**config.mk**
```make
export PLATFORM = sky130hd
export DESIGN_NAME = serial_pattern_tx
export DESIGN_NICKNAME = d
export VERILOG_FILES = /design/src/rtl/serial_pattern_tx.sv
export SDC_FILE = /design/constraint.sdc
export NUM_CORES = 1
export LEC_CHECK = 0
export ABC_AREA = 0
export BUFFER_PORTS_ARGS = -buffer_cell sky130_fd_sc_hd__buf_2
export CAP_MARGIN = 20
export CORE_AREA = 8 8 82 84
export CTS_CLUSTER_DIAMETER = 50
export DETAILED_ROUTE_END_ITERATION = 8
export DIE_AREA = 0 0 90 92
export GPL_TIMING_DRIVEN = 0
export REMOVE_ABC_BUFFERS = 1
export SLEW_MARGIN = 20
export SYNTH_ARGS = -nofsm -noshare
export SYNTH_HDL_FRONTEND = slang
export SYNTH_SLANG_ARGS = --single-unit
```
**constraint.sdc**
```tcl
create_clock -name clk -period 2.3 [get_ports clk]
set_input_delay 0.23 -clock clk [delete_from_list [all_inputs] [get_ports clk]]
set_output_delay 0.23 -clock clk [all_outputs]
set_load 0.02 [all_outputs]
```
**src/rtl/serial_pattern_tx.sv**
```systemverilog
//------------------------------------------------------------------------------
// Module   : serial_pattern_tx
// Purpose  : Parallel-to-serial MSB-first pattern transmitter with load/ready
//            handshake, per-bit valid, last-bit flag and programmable idle gap.
// Revision : 1.0 - initial release
//------------------------------------------------------------------------------
`default_nettype none

module serial_pattern_tx #(
  parameter int WIDTH      = 18,
  parameter int GAP        = 2,
  parameter bit IDLE_LEVEL = 1'b0
) (
  input  logic             clk,
  input  logic             rst_n,
  input  logic [WIDTH-1:0] data_in,
  input  logic             load,
  output logic             ready,
  output logic             X,
  output logic             x_valid,
  output logic             done,
  output logic             busy
);

  localparam int                c_CW       = $clog2(WIDTH);
  localparam logic [c_CW-1:0]   c_BIT_LAST = c_CW'(WIDTH - 1);
  localparam logic [3:0]        c_GAP_LAST = 4'((GAP > 0) ? (GAP - 1) : 0);

  typedef enum logic [1:0] {
    S_IDLE  = 2'd0,
    S_SHIFT = 2'd1,
    S_GAP   = 2'd2
  } state_t;

  state_t           r_state,  w_state_nxt;
  logic [WIDTH-1:0] r_shift,  w_shift_nxt;
  logic [c_CW-1:0]  r_bitcnt, w_bitcnt_nxt;
  logic [3:0]       r_gapcnt, w_gapcnt_nxt;

  logic w_in_shift;
  logic w_done;
  logic w_ready;

  // Every output is a decode of registered state; load/data_in never reach them.
  assign w_in_shift = (r_state == S_SHIFT);
  assign w_done     = w_in_shift && (r_bitcnt == '0);
  assign w_ready    = (r_state == S_IDLE) || ((GAP == 0) && w_done);

  assign X       = w_in_shift ? r_shift[WIDTH-1] : IDLE_LEVEL;
  assign x_valid = w_in_shift;
  assign done    = w_done;
  assign busy    = (r_state != S_IDLE);
  assign ready   = w_ready;

  always_ff @(posedge clk or negedge rst_n) begin
    if (!rst_n) begin
      r_state  <= S_IDLE;
      r_shift  <= '0;
      r_bitcnt <= '0;
      r_gapcnt <= '0;
    end else begin
      r_state  <= w_state_nxt;
      r_shift  <= w_shift_nxt;
      r_bitcnt <= w_bitcnt_nxt;
      r_gapcnt <= w_gapcnt_nxt;
    end
  end

  always_comb begin
    w_state_nxt  = r_state;
    w_shift_nxt  = r_shift;
    w_bitcnt_nxt = r_bitcnt;
    w_gapcnt_nxt = r_gapcnt;
    case (r_state)
      S_IDLE: begin
        if (load) begin
          w_shift_nxt  = data_in;
          w_bitcnt_nxt = c_BIT_LAST;
          w_state_nxt  = S_SHIFT;
        end
      end
      S_SHIFT: begin
        if (r_bitcnt == '0) begin
          if (GAP > 0) begin
            w_gapcnt_nxt = c_GAP_LAST;
            w_state_nxt  = S_GAP;
          end else if (load) begin
            // Back-to-back: next word's first bit follows the last bit directly.
            w_shift_nxt  = data_in;
            w_bitcnt_nxt = c_BIT_LAST;
            w_state_nxt  = S_SHIFT;
          end else begin
            w_state_nxt  = S_IDLE;
          end
        end else begin
          w_shift_nxt  = {r_shift[WIDTH-2:0], 1'b0};
          w_bitcnt_nxt = r_bitcnt - 1'b1;
        end
      end
      S_GAP: begin
        if (r_gapcnt == '0) begin
          w_state_nxt = S_IDLE;
        end else begin
          w_gapcnt_nxt = r_gapcnt - 1'b1;
        end
      end
      default: begin
        w_state_nxt = S_IDLE;
      end
    endcase
  end

endmodule

`default_nettype wire

```
# Word level (Yosys, flattened, before mapping)
# Cells that the tools add are included.
dict set report totals {
  reg_bits 29
  inputBits 21
  out_inout_bits 5
  word_cells 37
}
dict set report classes {
  n_reduce_logical 10
  n_eq_ne 7
  muxes 14
  add_sub_neg 2
}
# op n
set ops {}
lappend ops {{two-way mux 18 bit} 2}
lappend ops {{case mux 18 bit (2 select lines)} 1}
lappend ops {{two-way mux 5 bit} 2}
lappend ops {{case mux 5 bit (2 select lines)} 1}
lappend ops {{AND reduction 3 bit} 3}
lappend ops {{two-way mux 4 bit} 2}
lappend ops {{inequality test 2 bit, second input constant} 4}
lappend ops {{case mux 4 bit (2 select lines)} 1}
lappend ops {{two-way mux 2 bit} 3}
lappend ops {{case mux 2 bit (3 select lines)} 1}
lappend ops {{nonzero test 2 bit} 3}
lappend ops {{logical NOT 5 bit} 1}
lappend ops {{subtractor 5 x 1 -> 5 bit, second input constant} 1}
lappend ops {{logical NOT 4 bit} 1}
lappend ops {{subtractor 4 x 1 -> 4 bit, second input constant} 1}
lappend ops {{equality test 2 x 1 -> 1 bit, second input constant} 1}
lappend ops {{equality test 2 bit, second input constant} 1}
lappend ops {{logical NOT 2 bit} 1}
lappend ops {{inequality test 2 x 1 -> 1 bit, second input constant} 1}
lappend ops {{logical AND 1 bit} 1}
lappend ops {{two-way mux 1 bit} 1}

# Logic depth before layout (Yosys ltp)
dict set report depth {
  depth_word 3
  ltp_mapped 6
  depth_no_buf 5
}

# Worst setup path after synthesis
# No wires, ideal clock.
dict set report synth_path {
  path_kind {flip-flop to flip-flop}
  from {reg r_bitcnt[0]}
  to {reg r_gapcnt[1]}
  slack_ns 0.583
  n_path_buf 0
  synth_period_minus_slack_ns 1.717
  path_stages_with_launch 6
  arrival_ns 1.590
  setup_time_ns 0.128
  cell_sequence {dfrtp_1 > inv_1 > ha_1 > or4b_4 > o22ai_4 > mux2_1}
}
dict set report synth_between {
  elab_chain_cells 3
}
# element line
set synth_lines {}
lappend synth_lines {{start: declaration} 37} ;# logic [c_CW-1:0] r_bitcnt, w_bitcnt_nxt;
lappend synth_lines {{start signal: assignment} 64} ;# r_bitcnt <= w_bitcnt_nxt;
lappend synth_lines {{logical NOT 5 bit} 83} ;# if (r_bitcnt == '0) begin
lappend synth_lines {{inequality test 2 x 1 -> 1 bit (no source line)} -}
lappend synth_lines {{AND reduction 3 bit (no source line)} -}
lappend synth_lines {{end signal: assignment} 65} ;# r_gapcnt <= w_gapcnt_nxt;
lappend synth_lines {{end: declaration} 38} ;# logic [3:0] r_gapcnt, w_gapcnt_nxt;
# Every way passes these cells.
# A chain may end at the register's enable or synchronous reset.

# Worst setup path after layout
dict set report layout_path {
  from {reg r_state[1]}
  to {reg r_shift[14]}
}
dict set report layout_between {
  elab_chain_cells 3
  elab_cells_between_ends 7
  cone_classes {eq/ne: 3; mux: 1; reduce/logical: 3}
}
# element line
set layout_lines {}
lappend layout_lines {{start: declaration} 35} ;# state_t r_state, w_state_nxt;
lappend layout_lines {{start signal: assignment} 62} ;# r_state <= w_state_nxt;
lappend layout_lines {{equality test 2 x 1 -> 1 bit / logical NOT 2 bit (equally long branches)} 74} ;# case (r_state)
lappend layout_lines {{inequality test 2 bit (no source line) / nonzero test 2 bit (equally long branches)} -}
lappend layout_lines {{AND reduction 3 bit (no source line)} -}
lappend layout_lines {{end signal: assignment} 63} ;# r_shift <= w_shift_nxt;
lappend layout_lines {{end: declaration} 36} ;# logic [WIDTH-1:0] r_shift, w_shift_nxt;
# Several ways; a longest one is shown, not always the timed one.

==> flow_summary.json <==
{
  "status": "finished with violations",
  "violations": "hold timing",
  "synth_ff_type": "dfrtp_1",
  "dpl.hpwl_um": 2080,
  "antenna_cells": 0,
  "drc": 0,
  "netlist.top_cell.by_area": "dfrtp_1",
  "critPathMaxStageDelay_ns": 0.66,
  "path_clk_slew_ns": 0.06,
  "critPathMaxFanout": 22,
  "grtUsageTotal_pct": 8.00,
  "cts.sinks": 29,
  "rsz0062_at_grt": "false",
  "antenna_left": 0,
  "synth-seq-area-share_pct": 46.3,
  "ctsHoldBuffers": 0,
  "synth_simple_gate_area_share_pct": 8.23,
  "fillers": 548,
  "report.final.slew_viol_count": 0,
  "multiInputGateArea_um2": 792,
  "synth_seq_cells": 29,
  "netlist_area_um2": 1570,
  "cpLargestDelayFamily": "compound AO/OA/AOI/OAI gates",
  "synth.most_common_cell": "dfrtp_1",
  "wl_um": 3100,
  "fin_crit_sh_pct": 89.8,
  "critPathLaunchType": "flop",
  "synth_edf_count": 0,
  "grt_max_degree": 30,
  "pin_count": 26,
  "end_kind": "flop",
  "firstDrtPassIters": 4,
  "critPathRequiredTime_ns": 2.46,
  "crit_path_cell_trace": "nand2b_4, inv_2, a21boi_2, mux2_4",
  "cts_tree": "built",
  "grt_pass1_vias": 1094,
  "first_iter_violations": 31,
  "max_freq_ghz": 0.484,
  "ir_worst_vdd_mv": 0.633,
  "synthArstFlopShare_pct": 100,
  "antenna_found_initial": 0,
  "synth.avg_cell_area_um2": 13.3,
  "drv_cap": 0,
  "htreeDepth": 2,
  "relSlewSlack_pct": 51.3,
  "ys_top_cells_by_count": "dfrtp_1, mux2_2, mux2_4",
  "gp_congestion": 0.752,
  "yosysUniqueCellTypes": 32,
  "clockBufferDepth": 2,
  "overflow": 0,
  "synth_mux_area_share_pct": 30.0,
  "ff_latch_area_um2": 726,
  "combPwrFrac_pct": 49.7,
  "portBuffers": 25,
  "hold_viol_final": 29,
  "p_int_uw": 1740,
  "synth_cells": 118,
  "critical_path.slowest_cell": "a21boi_2",
  "cp_num_buf_inv": 1,
  "switchingPower_uw": 853,
  "post_drt_wl_per_cell_um": 14.2,
  "switching_share_pct": 33.0,
  "clkLatencyLatePin_ns": 0.27,
  "power_leakage_uw": 0.000882,
  "netlist.area_leader.share_pct": 46.3,
  "nNetsFinal": 170,
  "dieArea_um2": 8280,
  "rows": 27,
  "grt_pass1_wl_um": 5350,
  "viasPerCell": 4.49,
  "min_path_type": "primary input to asynchronous set/reset pin",
  "coreArea_um2": 5410,
  "fp.dieH_um": 92,
  "synth_compound_area_share_pct": 9.35,
  "crit_type": "flop to flop",
  "clock-root-buffer": "clkbuf_8",
  "clock_power_share_pct": 16.1,
  "whs_ns": -0.0195,
  "crit_arrival_ns": 2.23,
  "synth.area.top_cells": "dfrtp_1, mux2_4, mux2_2, inv_1, o2bb2ai_1",
  "finalSetupViolations": 0,
  "synth-adder-area-share_pct": 1.60,
  "tightest_slew_ns": 0.727,
  "yosys_warnings": 0,
  "p_seq_share_pct": 34.2,
  "synth_top_family_by_area": "multiplexers",
  "start_util_pct": 29.0,
  "finalNonFillerCells": 219,
  "cts_made_buffers": 5,
  "dp.cells": 211,
  "syn_to_final_growth_pct": 18.3,
  "dieWidth_um": 90,
  "power.density_nw_per_um2": 1400,
  "synthXorXnorAreaFrac_pct": 0,
  "route.vias.total": 983,
  "min_period_ns": 2.07,
  "finalClockSkew_ns": 0.00551,
  "drive_gt1_share_pct": 50.3,
  "fin_setup_tns_ns": 0
}
## registers in the layout, summed over array words and instances, names as in the netlist
name      cells
r_bitcnt      5
r_gapcnt      4
r_state       2
r_shift      18
## kinds of logic (layout without fill, tap and decap cells)
kind of cell,after synthesis,in the layout
buf+inv,13,41
compound gates,19,20
fa+ha+maj,2,2
flops,29,29
mux,36,36
simple gates,19,19
## metrics by stage
stage | instance area, um^2 | total power (uW) | utilization [%] | setup slack, ns
floorplan | 1530 | 1920 | - | -0.198
detailed placement | 1760 | 2180 | 32.5 | 0.0991
CTS | 1840 | 2610 | 34.1 | 0.0766
global route | 1850 | 2800 | 34.3 | 0.0654
global placement | 1740 | 2140 | 32.3 | -0.772
finish | 1850 | 2590 | 34.3 | 0.235
## cell type report
class | count | share of cell area (%)
Multi-Input combinational cell | 77 | 42.7
Sequential cell | 29 | 39.2
Timing Repair Buffer | 25 | 6.75
Tap cell | 72 | 4.86
Clock buffer | 7 | 4.66
Inverter | 9 | 1.82
## power groups by stage
| stage | logic (uW) | clock network, uW | registers (uW) |
|---|---|---|---|
| finish | 1290 | 416 | 886 |
| global route | 1420 | 457 | 923 |
| CTS | 1290 | 430 | 888 |
| detailed placement | 1290 | 0 | 895 |
| global placement | 1250 | 0 | 888 |
| floorplan | 1070 | 0 | 849 |
## repair_timing
item                       in CTS  in global routing
setup endpoints to repair       0                 10
setup buffers                   0                  0
resized for setup               0                  0
## worst paths after layout
check                             from           to  slack [ns]  cells past startpoint
setup / recovery            r_state[1]  r_shift[14]        0.23                      4
hold reg to reg            r_shift[17]  r_shift[17]        0.50                      1
setup reg to reg            r_state[1]  r_shift[14]        0.23                      4
min in group clk            data_in[0]   r_shift[0]        0.28                      3
hold / removal                   rst_n  r_bitcnt[4]       -0.02                      1
max in group asynchronous        rst_n   r_shift[7]        1.89                      1
## layout by cell type (no fill, tap or decap), types with 2 or more instances in the layout
master and count:
a21oi_1 2, buf_2 25, clkbuf_8 6, dfrtp_1 29, ha_1 2, inv_1 8
mux2_2 18, mux2_4 17, nand2b_1 3, nor2_1 5, nor3_1 2, o21a_1 2
o21ai_0 4, o22ai_1 2, o2bb2ai_1 3
## routing by layer
layer	wire (um)	global-route usage [%]	up-vias
met5	0	0	-
met4	56	4.16	0
met3	152	2.61	5
met2	1410	12.6	23
met1	1480	9.58	476
li1	-	-	479
No activity file was read; power rests on OpenSTA's default activity.
